File: src/rtl/vref_seq_pkg.sv
// Shared types and constants for the bandgap reference sequencer.
package vref_seq_pkg;

  typedef enum logic [1:0] {
    StOff    = 2'd0,
    StStart  = 2'd1,
    StSettle = 2'd2,
    StValid  = 2'd3
  } state_e;

  localparam logic [1:0] MODE_BG_BUF  = 2'd0;
  localparam logic [1:0] MODE_EXT_BUF = 2'd1;
  localparam logic [1:0] MODE_IOUT    = 2'd2;

  localparam logic [7:0] TRIM_RESET = 8'h80;

  // Returns {sw1, sw2}; the reserved mode decodes like MODE_BG_BUF.
  function automatic logic [1:0] mode_sw(logic [1:0] mode);
    case (mode)
      MODE_BG_BUF:  return 2'b01;
      MODE_EXT_BUF: return 2'b11;
      MODE_IOUT:    return 2'b00;
      default:      return 2'b01;
    endcase
  endfunction

endpackage

File: src/rtl/vref_trim_ramp.sv
// Applied-trim stage: one-LSB soft-start stepper when VREF_SEQ_SOFTSTART_EN is defined,
// otherwise a single-register passthrough.
module vref_trim_ramp
  import vref_seq_pkg::*;
#(
  parameter int unsigned RAMP_CYC = 16
) (
  input  logic       clk,
  input  logic       rst_n,
  input  logic       clr,
  input  logic [7:0] target,
  output logic [7:0] trim,
  output logic       at_target
);

  logic [7:0] trim_q, trim_d;

`ifdef VREF_SEQ_SOFTSTART_EN
  localparam logic [15:0] RAMP_LIM = 16'((RAMP_CYC > 1) ? RAMP_CYC - 1 : 0);

  logic [15:0] rcnt_q, rcnt_d;

  always_comb begin
    trim_d = trim_q;
    rcnt_d = rcnt_q;
    if (clr) begin
      trim_d = TRIM_RESET;
      rcnt_d = '0;
    end else if (trim_q == target) begin
      rcnt_d = '0;
    end else if (rcnt_q >= RAMP_LIM) begin
      // Stepping from the current code means a retarget mid-ramp needs no special case.
      rcnt_d = '0;
      trim_d = (trim_q < target) ? trim_q + 8'd1 : trim_q - 8'd1;
    end else begin
      rcnt_d = rcnt_q + 16'd1;
    end
  end

  always_ff @(posedge clk or negedge rst_n) begin
    if (!rst_n) rcnt_q <= '0;
    else        rcnt_q <= rcnt_d;
  end

  assign at_target = (trim_q == target);
`else
  logic unused_cfg;
  assign unused_cfg = clr ^ (RAMP_CYC == 0);
  assign trim_d     = target;
  assign at_target  = 1'b1;
`endif

  always_ff @(posedge clk or negedge rst_n) begin
    if (!rst_n) trim_q <= TRIM_RESET;
    else        trim_q <= trim_d;
  end

  assign trim = trim_q;

endmodule

File: src/rtl/vref_seq.sv
// Bandgap reference power-up / re-settle sequencer. Optional soft-start trim ramp is
// enabled with the VREF_SEQ_SOFTSTART_EN macro.
module vref_seq
  import vref_seq_pkg::*;
#(
  parameter int unsigned START_CYC  = 1024,
  parameter int unsigned SETTLE_CYC = 256,
  parameter int unsigned CNT_W      = 12,
  parameter int unsigned RAMP_CYC   = 16
) (
  input  logic       clk,
  input  logic       rst_n,
  input  logic       i_en,
  input  logic [7:0] i_trim,
  input  logic       i_trim_we,
  input  logic [1:0] i_mode,
  output logic       o_bg_en,
  output logic [7:0] o_trim,
  output logic       o_sw1,
  output logic       o_sw2,
  output logic       o_valid,
  output logic       o_busy,
  output logic [1:0] o_state
);

  // A 0 or 1 cycle setting still spends one cycle in the state.
  localparam logic [CNT_W-1:0] START_LIM  = CNT_W'((START_CYC > 1) ? START_CYC - 1 : 0);
  localparam logic [CNT_W-1:0] SETTLE_LIM = CNT_W'((SETTLE_CYC > 1) ? SETTLE_CYC - 1 : 0);

  state_e           state_q, state_d;
  logic [CNT_W-1:0] cnt_q, cnt_d, cnt_inc;
  logic [7:0]       trim_q;
  logic             sw1_q, sw2_q;
  logic [1:0]       sw_d;
  logic             evt, ramp_done;

  assign sw_d    = mode_sw(i_mode);
  assign evt     = i_trim_we | (sw_d != {sw1_q, sw2_q});
  assign cnt_inc = (&cnt_q) ? cnt_q : cnt_q + CNT_W'(1);

  always_comb begin
    state_d = state_q;
    cnt_d   = cnt_q;
    unique case (state_q)
      StOff: begin
        cnt_d = '0;
        if (i_en) state_d = StStart;
      end
      StStart: begin
        if (cnt_q >= START_LIM && ramp_done) begin
          state_d = StValid;
          cnt_d   = '0;
        end else begin
          cnt_d = cnt_inc;
        end
      end
      StSettle: begin
        if (evt) begin
          cnt_d = '0;
        end else if (cnt_q >= SETTLE_LIM && ramp_done) begin
          state_d = StValid;
          cnt_d   = '0;
        end else begin
          cnt_d = cnt_inc;
        end
      end
      StValid: begin
        if (evt) begin
          state_d = StSettle;
          cnt_d   = '0;
        end
      end
      default: state_d = StOff;
    endcase
    if (!i_en) begin
      state_d = StOff;
      cnt_d   = '0;
    end
  end

  always_ff @(posedge clk or negedge rst_n) begin
    if (!rst_n) begin
      state_q <= StOff;
      cnt_q   <= '0;
      trim_q  <= TRIM_RESET;
      sw1_q   <= 1'b0;
      sw2_q   <= 1'b1;
    end else begin
      state_q <= state_d;
      cnt_q   <= cnt_d;
      if (i_trim_we) trim_q <= i_trim;
      {sw1_q, sw2_q} <= sw_d;
    end
  end

  vref_trim_ramp #(
    .RAMP_CYC(RAMP_CYC)
  ) u_ramp (
    .clk      (clk),
    .rst_n    (rst_n),
    .clr      (state_d == StOff),
    .target   (trim_q),
    .trim     (o_trim),
    .at_target(ramp_done)
  );

  assign o_bg_en = (state_q != StOff);
  assign o_valid = (state_q == StValid);
  assign o_busy  = (state_q == StStart) || (state_q == StSettle);
  assign o_state = state_q;
  assign o_sw1   = sw1_q;
  assign o_sw2   = sw2_q;

endmodule

File: config.mk
export PLATFORM = sky130hd
export DESIGN_NAME = vref_seq
export DESIGN_NICKNAME = d
export VERILOG_FILES = /design/src/rtl/vref_seq_pkg.sv /design/src/rtl/vref_trim_ramp.sv /design/src/rtl/vref_seq.sv
export SDC_FILE = /design/constraint.sdc
export NUM_CORES = 1
export LEC_CHECK = 0
export ABC_AREA = 1
export ABC_CLOCK_PERIOD_IN_PS = 1400
export CAP_MARGIN = 10
export CORE_MARGIN = 4
export CORE_UTILIZATION = 45
export CTS_CLUSTER_SIZE = 28
export DETAILED_ROUTE_END_ITERATION = 8
export PLACE_DENSITY = 0.72
export SKIP_LAST_GASP = 1
export SLEW_MARGIN = 40
export SYNTH_ARGS = -nofsm -noshare
export SYNTH_HDL_FRONTEND = slang
export SYNTH_SLANG_ARGS = --single-unit
File: constraint.sdc
create_clock -name clk -period 1.4 [get_ports clk]
set_input_delay 0.14 -clock clk [delete_from_list [all_inputs] [get_ports clk]]
set_output_delay 0.14 -clock clk [all_outputs]
set_load 0.005 [all_outputs]
== Word-level counts from Yosys, hierarchy flattened ==
Cells that the tools add are included.
Widths: inputs -> output; s select.

* Add/sub/neg operators: 1
* $lt $le $gt $ge: 2
* Eq/ne operators: 10
* Muxes and demuxes: 14
* Bitwise operators: 1
* Reductions and logical operators: 5

{| class="wikitable"
|+ Operators with widths
! cell !! number
|-
| $mux 12 || 6
|-
| $pmux 12 s4 || 1
|-
| $add 12x1->12 const B || 1
|-
| $ge 12x10->1 const B || 1
|-
| $ge 12x8->1 const B || 1
|-
| $reduce_and 12->1 || 1
|-
| $mux 2 || 5
|-
| $ne 3x3->1 const B || 3
|-
| $pmux 2 s4 || 1
|-
| $eq 2x2->1 const B || 3
|-
| $eq 2x1->1 const B || 2
|-
| $pmux 2 s2 || 1
|-
| $reduce_and 4->1 || 1
|-
| $ne 3x2->1 const B || 1
|-
| $logic_not 2->1 || 1
|-
| $ne 2x2->1 || 1
|-
| $reduce_bool 2->1 || 1
|-
| $logic_or 1x1->1 || 1
|-
| $or 1x1->1 || 1
|}

* Bits in registers: 32
* Input bits: 14
* Output and inout bits: 15
* Logic and storage cells: 39

== Depth between registers and ports, before layout ==
* Depth after elaboration: 7
* Mapped depth: 10
* Depth with buffers taken out: 10

== By module ==
A second synthesis with hierarchy kept.

* Cells, all modules: 229
* Area, all modules: 1773.0 um2

{| class="wikitable"
|+ Modules (own cells, without submodules)
! module !! times used !! cells an instance !! area an instance (um2) !! sequential area each (um2)
|-
| vref_seq || 1 || 219 || 1560.2 || 603.1
|-
| vref_trim_ramp || 1 || 10 || 212.7 || 201.4
|}

== Worst setup path before layout ==
No wires, ideal clock.

* Path kind: register to register
* From: register cnt_q[0]
* To: register cnt_q[3]
* Library setup time: 0.065 ns
* Arrival time: 1.337 ns
* Data required time: 1.335 ns
* Slack: -0.002 ns
* Cell stages (with the launch flop): 9
* Buffers on the path: 0
* Cell sequence: dfrtp_1 > ha_1 > nand2_4 > nor2_8 > nand2_2 > nand3_2 > o22ai_4 > nand3_1 > nand2_1

* Word-level cells in the longest chain between the ends: 6
* Elaborated cells on any way between the ends: 10
* Classes of those cells: add/sub (1); order compare (2); mux (6); reduce/logical (1)

{| class="wikitable"
|+ Ends and longest elaborated chain
! what !! RTL line !! text
|-
| from (decl) || vref_seq.sv:31 || <nowiki>logic [CNT_W-1:0] cnt_q, cnt_d, cnt_inc;</nowiki>
|-
| from (signal assigned) || vref_seq.sv:90 || <nowiki>cnt_q <= cnt_d;</nowiki>
|-
| $add 12x1->12 or $reduce_and 12->1 (tied branches) || vref_seq.sv:39 || <nowiki>assign cnt_inc = (&cnt_q) ? cnt_q : cnt_q + CNT_W'(1);</nowiki>
|-
| $mux 12 || vref_seq.sv:39 ||
|-
| $mux 12 || vref_seq.sv:60 || <nowiki>end else if (cnt_q >= SETTLE_LIM && ramp_done) begin</nowiki>
|-
| $mux 12 || vref_seq.sv:58 || <nowiki>if (evt) begin</nowiki>
|-
| $pmux 12 s4 (*) || vref_seq.sv:44 || <nowiki>unique case (state_q)</nowiki>
|-
| $mux 12 (*) || vref_seq.sv:75 || <nowiki>if (!i_en) begin</nowiki>
|}

Mark *: on every way between the ends. The rest lies on a longest branch, timed or not.
A chain may end at the register's enable or synchronous reset.

== Final worst setup path ==
* From: register cnt_q[1]
* To: register cnt_q[9]

Same word-level chain as after synthesis.

==> flow_summary.toml <==
[global_routing]
first_global_vias = 1469
wire_length_of_the_first_global_routing_pass_um = 6670
grt_start_max_net_pins = 33
total_routing_resource_utilization_after_global_routing = 0.179
initial_antenna_violation_count = 0
globalRouteOverflowTotal = 0

[critical_path]
rr_startpoint = "cnt_q[1]$_DFFE_PN0N_"
path_delay_family = "simple AND/OR/NAND/NOR gates"
endpoint_kind = "register"
cp_max_fo = 5
critPathArrivalTime_ns = 1.68
cp.required_ns = 1.63
critPathKind = "reg2reg"
critical_path.reg2reg.endpoint = "cnt_q[9]$_DFFE_PN0N_"
worst_r2r_path_depth = 8
cp_cell_sequence = "ha_4 -> nand2_4 -> nor2_8 -> nand2_2 -> nand3_4 -> o22ai_4 -> nand3_1 -> nand2_1"
timing.critical_path.buf_inv = 0
critical-path-slowest-cell = "sky130_fd_sc_hd__dfrtp_1"
worst_setup_path_start_kind = "register"
timing.reg2reg.setup_slack_ns = -0.04
cp_slowest_stage_delay_ns = 0.41
critical_path_cell_count = 8

[yosys]
syn_inst = 198
synth_cell_types = 27
syn-mean-instance-area_um2 = 8.66
synth.net_count = 218
mappedNetlistArea_um2 = 1720
ys_seq_elements = 32
synth.yosys.warnings = 0
synth-seq-area-share = 0.469

[routing]
wl_um = 3950
drt-initial-drc-count = 126
detailroute.via_count = 1466
drt_drc_violations_left = 0
via_per_inst = 4.81
antenna_violating_nets_post_route = 0
first_pass_iters = 4
wire_per_inst_um = 12.9

[clocking]
tritoncts = "done"
root_buffer = "sky130_fd_sc_hd__clkbuf_8"
clkLatencyLatePin_ns = 0.29
post_cts_hold_buffer_count = 0
cts.sinks = 32
cts_max_level = 2
max-clock-path-buffers = 2
total_cts_buffers = 5
cts.clk_slew.worst_paths_ns = 0.07

[sta]
report.final.hold_viol_count = 0
final.hold.worst_slack_ns = 0.209
rsz_0062_raised_after_global_routing = "yes"
timing.final.crit_share = 1.03
clock_skew_ns = 0.00378
final.setup.worst_slack_ns = -0.0422
tightestPinTransition_ns = 0.283
relSlewSlack = 0.812
fmax_mhz = 693
final_max_slew_viol_count = 0
fin_crit_ns = 1.44
final-setup-viol-count = 7

[pwr]
total_leakage_power_nw = 1.23
power.ir.vdd_worst_uv = 1100
power_density_nw_per_um2 = 1230

[floorplanning]
coreArea_um2 = 3660
floorplan_die_area_um2 = 4860
floorplan.initialDensity = 0.469
die-width_um = 69.7
fp.dieH_um = 69.7
io_pins = 29
placement_rows = 22

[place]
gp_routability_congestion = 0.782
hpwlAfterDp_um = 2500
placed_cells = 290
place.port_buffers = 28

[layout]
antenna-diode-count = 0
instances_no_fill = 305
post_route_cells_drive_above_1_share = 0.339
utilization = 0.684
final_net_count = 276
layout.filler_cells = 285
synth_to_layout_area_growth_pct = 46.0

[run]
maxCapViolations = 0

[worst_hold_path]
min_path_type = "in2async"

[outcome]
violated_checks = "setup timing"
result_of_the_run = "finished, violations left"
-- synthesized netlist by cell type --
| library cell | number | area [um^2] |
|---|---|---|
| sky130_fd_sc_hd__inv_1 | 15 | 56.3 |
| sky130_fd_sc_hd__xor2_1 | 3 | 26.3 |
| sky130_fd_sc_hd__o21bai_1 | 1 | 7.51 |
| sky130_fd_sc_hd__nand4_4 | 1 | 21.3 |
| sky130_fd_sc_hd__nor2_8 | 1 | 20.0 |
| sky130_fd_sc_hd__o21ai_1 | 4 | 20.0 |
| sky130_fd_sc_hd__inv_4 | 2 | 12.5 |
| sky130_fd_sc_hd__nor2_4 | 3 | 33.8 |
| sky130_fd_sc_hd__inv_2 | 4 | 15.0 |
| sky130_fd_sc_hd__nor2_1 | 12 | 45.0 |
| sky130_fd_sc_hd__buf_2 | 1 | 5.00 |
| sky130_fd_sc_hd__nor2_2 | 3 | 18.8 |
| sky130_fd_sc_hd__nand4_1 | 5 | 31.3 |
| sky130_fd_sc_hd__clkinv_1 | 2 | 7.51 |
| sky130_fd_sc_hd__nand3_1 | 13 | 65.1 |
| sky130_fd_sc_hd__nand2_2 | 6 | 37.5 |
| sky130_fd_sc_hd__dfrtp_1 | 29 | 726 |
| sky130_fd_sc_hd__ha_1 | 6 | 75.1 |
| sky130_fd_sc_hd__o22ai_4 | 1 | 20.0 |
| sky130_fd_sc_hd__nand2_4 | 3 | 33.8 |
| sky130_fd_sc_hd__nand2_1 | 70 | 263 |
| sky130_fd_sc_hd__nand3_2 | 4 | 40.0 |
| sky130_fd_sc_hd__dfstp_2 | 3 | 78.8 |
| sky130_fd_sc_hd__o21ai_0 | 1 | 5.00 |
| sky130_fd_sc_hd__xnor2_1 | 3 | 26.3 |
| sky130_fd_sc_hd__a21oi_2 | 1 | 8.76 |
| sky130_fd_sc_hd__nor3_4 | 1 | 16.3 |
-- how the worst max path moves through the flow --
stage | from | end | slack, ns
3_5_place_dp | i_mode[1] | cnt_q[6]$_DFFE_PN0N_ | -0.25
6_report | cnt_q[1]$_DFFE_PN0N_ | cnt_q[9]$_DFFE_PN0N_ | -0.04
2_1_floorplan | cnt_q[0]$_DFFE_PN0N_ | cnt_q[3]$_DFFE_PN0N_ | 0.006
5_1_grt | o_state[1]$_DFFE_PN0P_ | cnt_q[2]$_DFFE_PN0N_ | -0.14
3_3_place_gp | i_mode[1] | cnt_q[3]$_DFFE_PN0N_ | -0.20
4_1_cts | o_state[1]$_DFFE_PN0P_ | o_state[1] | -0.11
-- what timing repair did --
| item | 4_1_cts | 5_1_grt |
|---|---|---|
| gates resized for setup | 34 | 16 |
| pin swaps | 23 | 11 |
| buffers inserted | 6 | 0 |
| cloned | 2 | 0 |
| setup endpoints to repair | 18 | 18 |
-- logic make-up after synthesis --
group,synth area share
AOI/OAI and AO/OA,0.0357
xor gates and xnor gates,0.0306
adders and majority gates,0.0438
buffers and inverters,0.0562
DFF,0.469
and+or+nand+nor,0.365
-- report_power, final --
group	internal (mW)	leakage (nW)	switching [mW]
logic	0.645	0.779	0.677
clock network	0.346	0.0479	0.357
registers	1.01	0.407	0.0490
total	2.00	1.23	1.08
-- layout make-up --
class                      count  area (um^2)  share of cell area
clock buffer                   5         68.8              0.0275
multi-input combinational    144          990               0.395
sequential                    32          805               0.321
tap                           48         60.1              0.0240
timing repair buffer          50          463               0.185
inverter                      23         98.8              0.0395
clock inverter                 3         18.8             0.00750
-- registers in the layout (all words and copies together) (netlist names) --
| register | count |
|---|---|
| cnt_q | 12 |
| u_ramp.trim | 8 |
| o_state | 2 |
| o_sw2 | 1 |
| o_sw1 | 1 |
| trim_q | 8 |
-- placed cells by master, fill, tap and decap left out, drive strengths merged --
cell            n
nand3          17
nand2          79
nand4           6
clkinvlp        1
dfrtp          29
nor3            1
clkdlybuf4s50  21
dlygate4sd2     3
inv            20
o21bai          1
clkbuf          5
clkdlybuf4s15   2
xor2            3
buf            23
a21oi           1
dfstp           3
o22ai           2
ha              6
o21ai           5
dlymetal6s2s    1
clkinv          5
xnor2           3
nor2           20
-- per-stage QoR --
step / worst slack (ns) / power (mW) / instance area (um^2) / TNS [ns]
after CTS: -0.107 / 2.97 / 2440 / -0.413
after global placement: -0.202 / 1.99 / 2190 / -2.21
after floorplan: 0.00593 / 1.54 / 1720 / 0
after detailed placement: -0.255 / 2.01 / 2190 / -2.72
after global routing: -0.141 / 3.28 / 2500 / -1.49
final: -0.0422 / 3.08 / 2500 / -0.244
-- routing by layer --
metal / part of all wire / track usage / wire length [um] / vias to the layer above
li1: - / - / - / 743
met1: 0.42 / 0.214 / 1650 / 676
met2: 0.51 / 0.274 / 2000 / 39
met3: 0.049 / 0.0580 / 193 / 8
met4: 0.027 / 0.117 / 107 / 0
met5: 0 / 0 / 0 / -
Power figures use the tool's default switching activity.
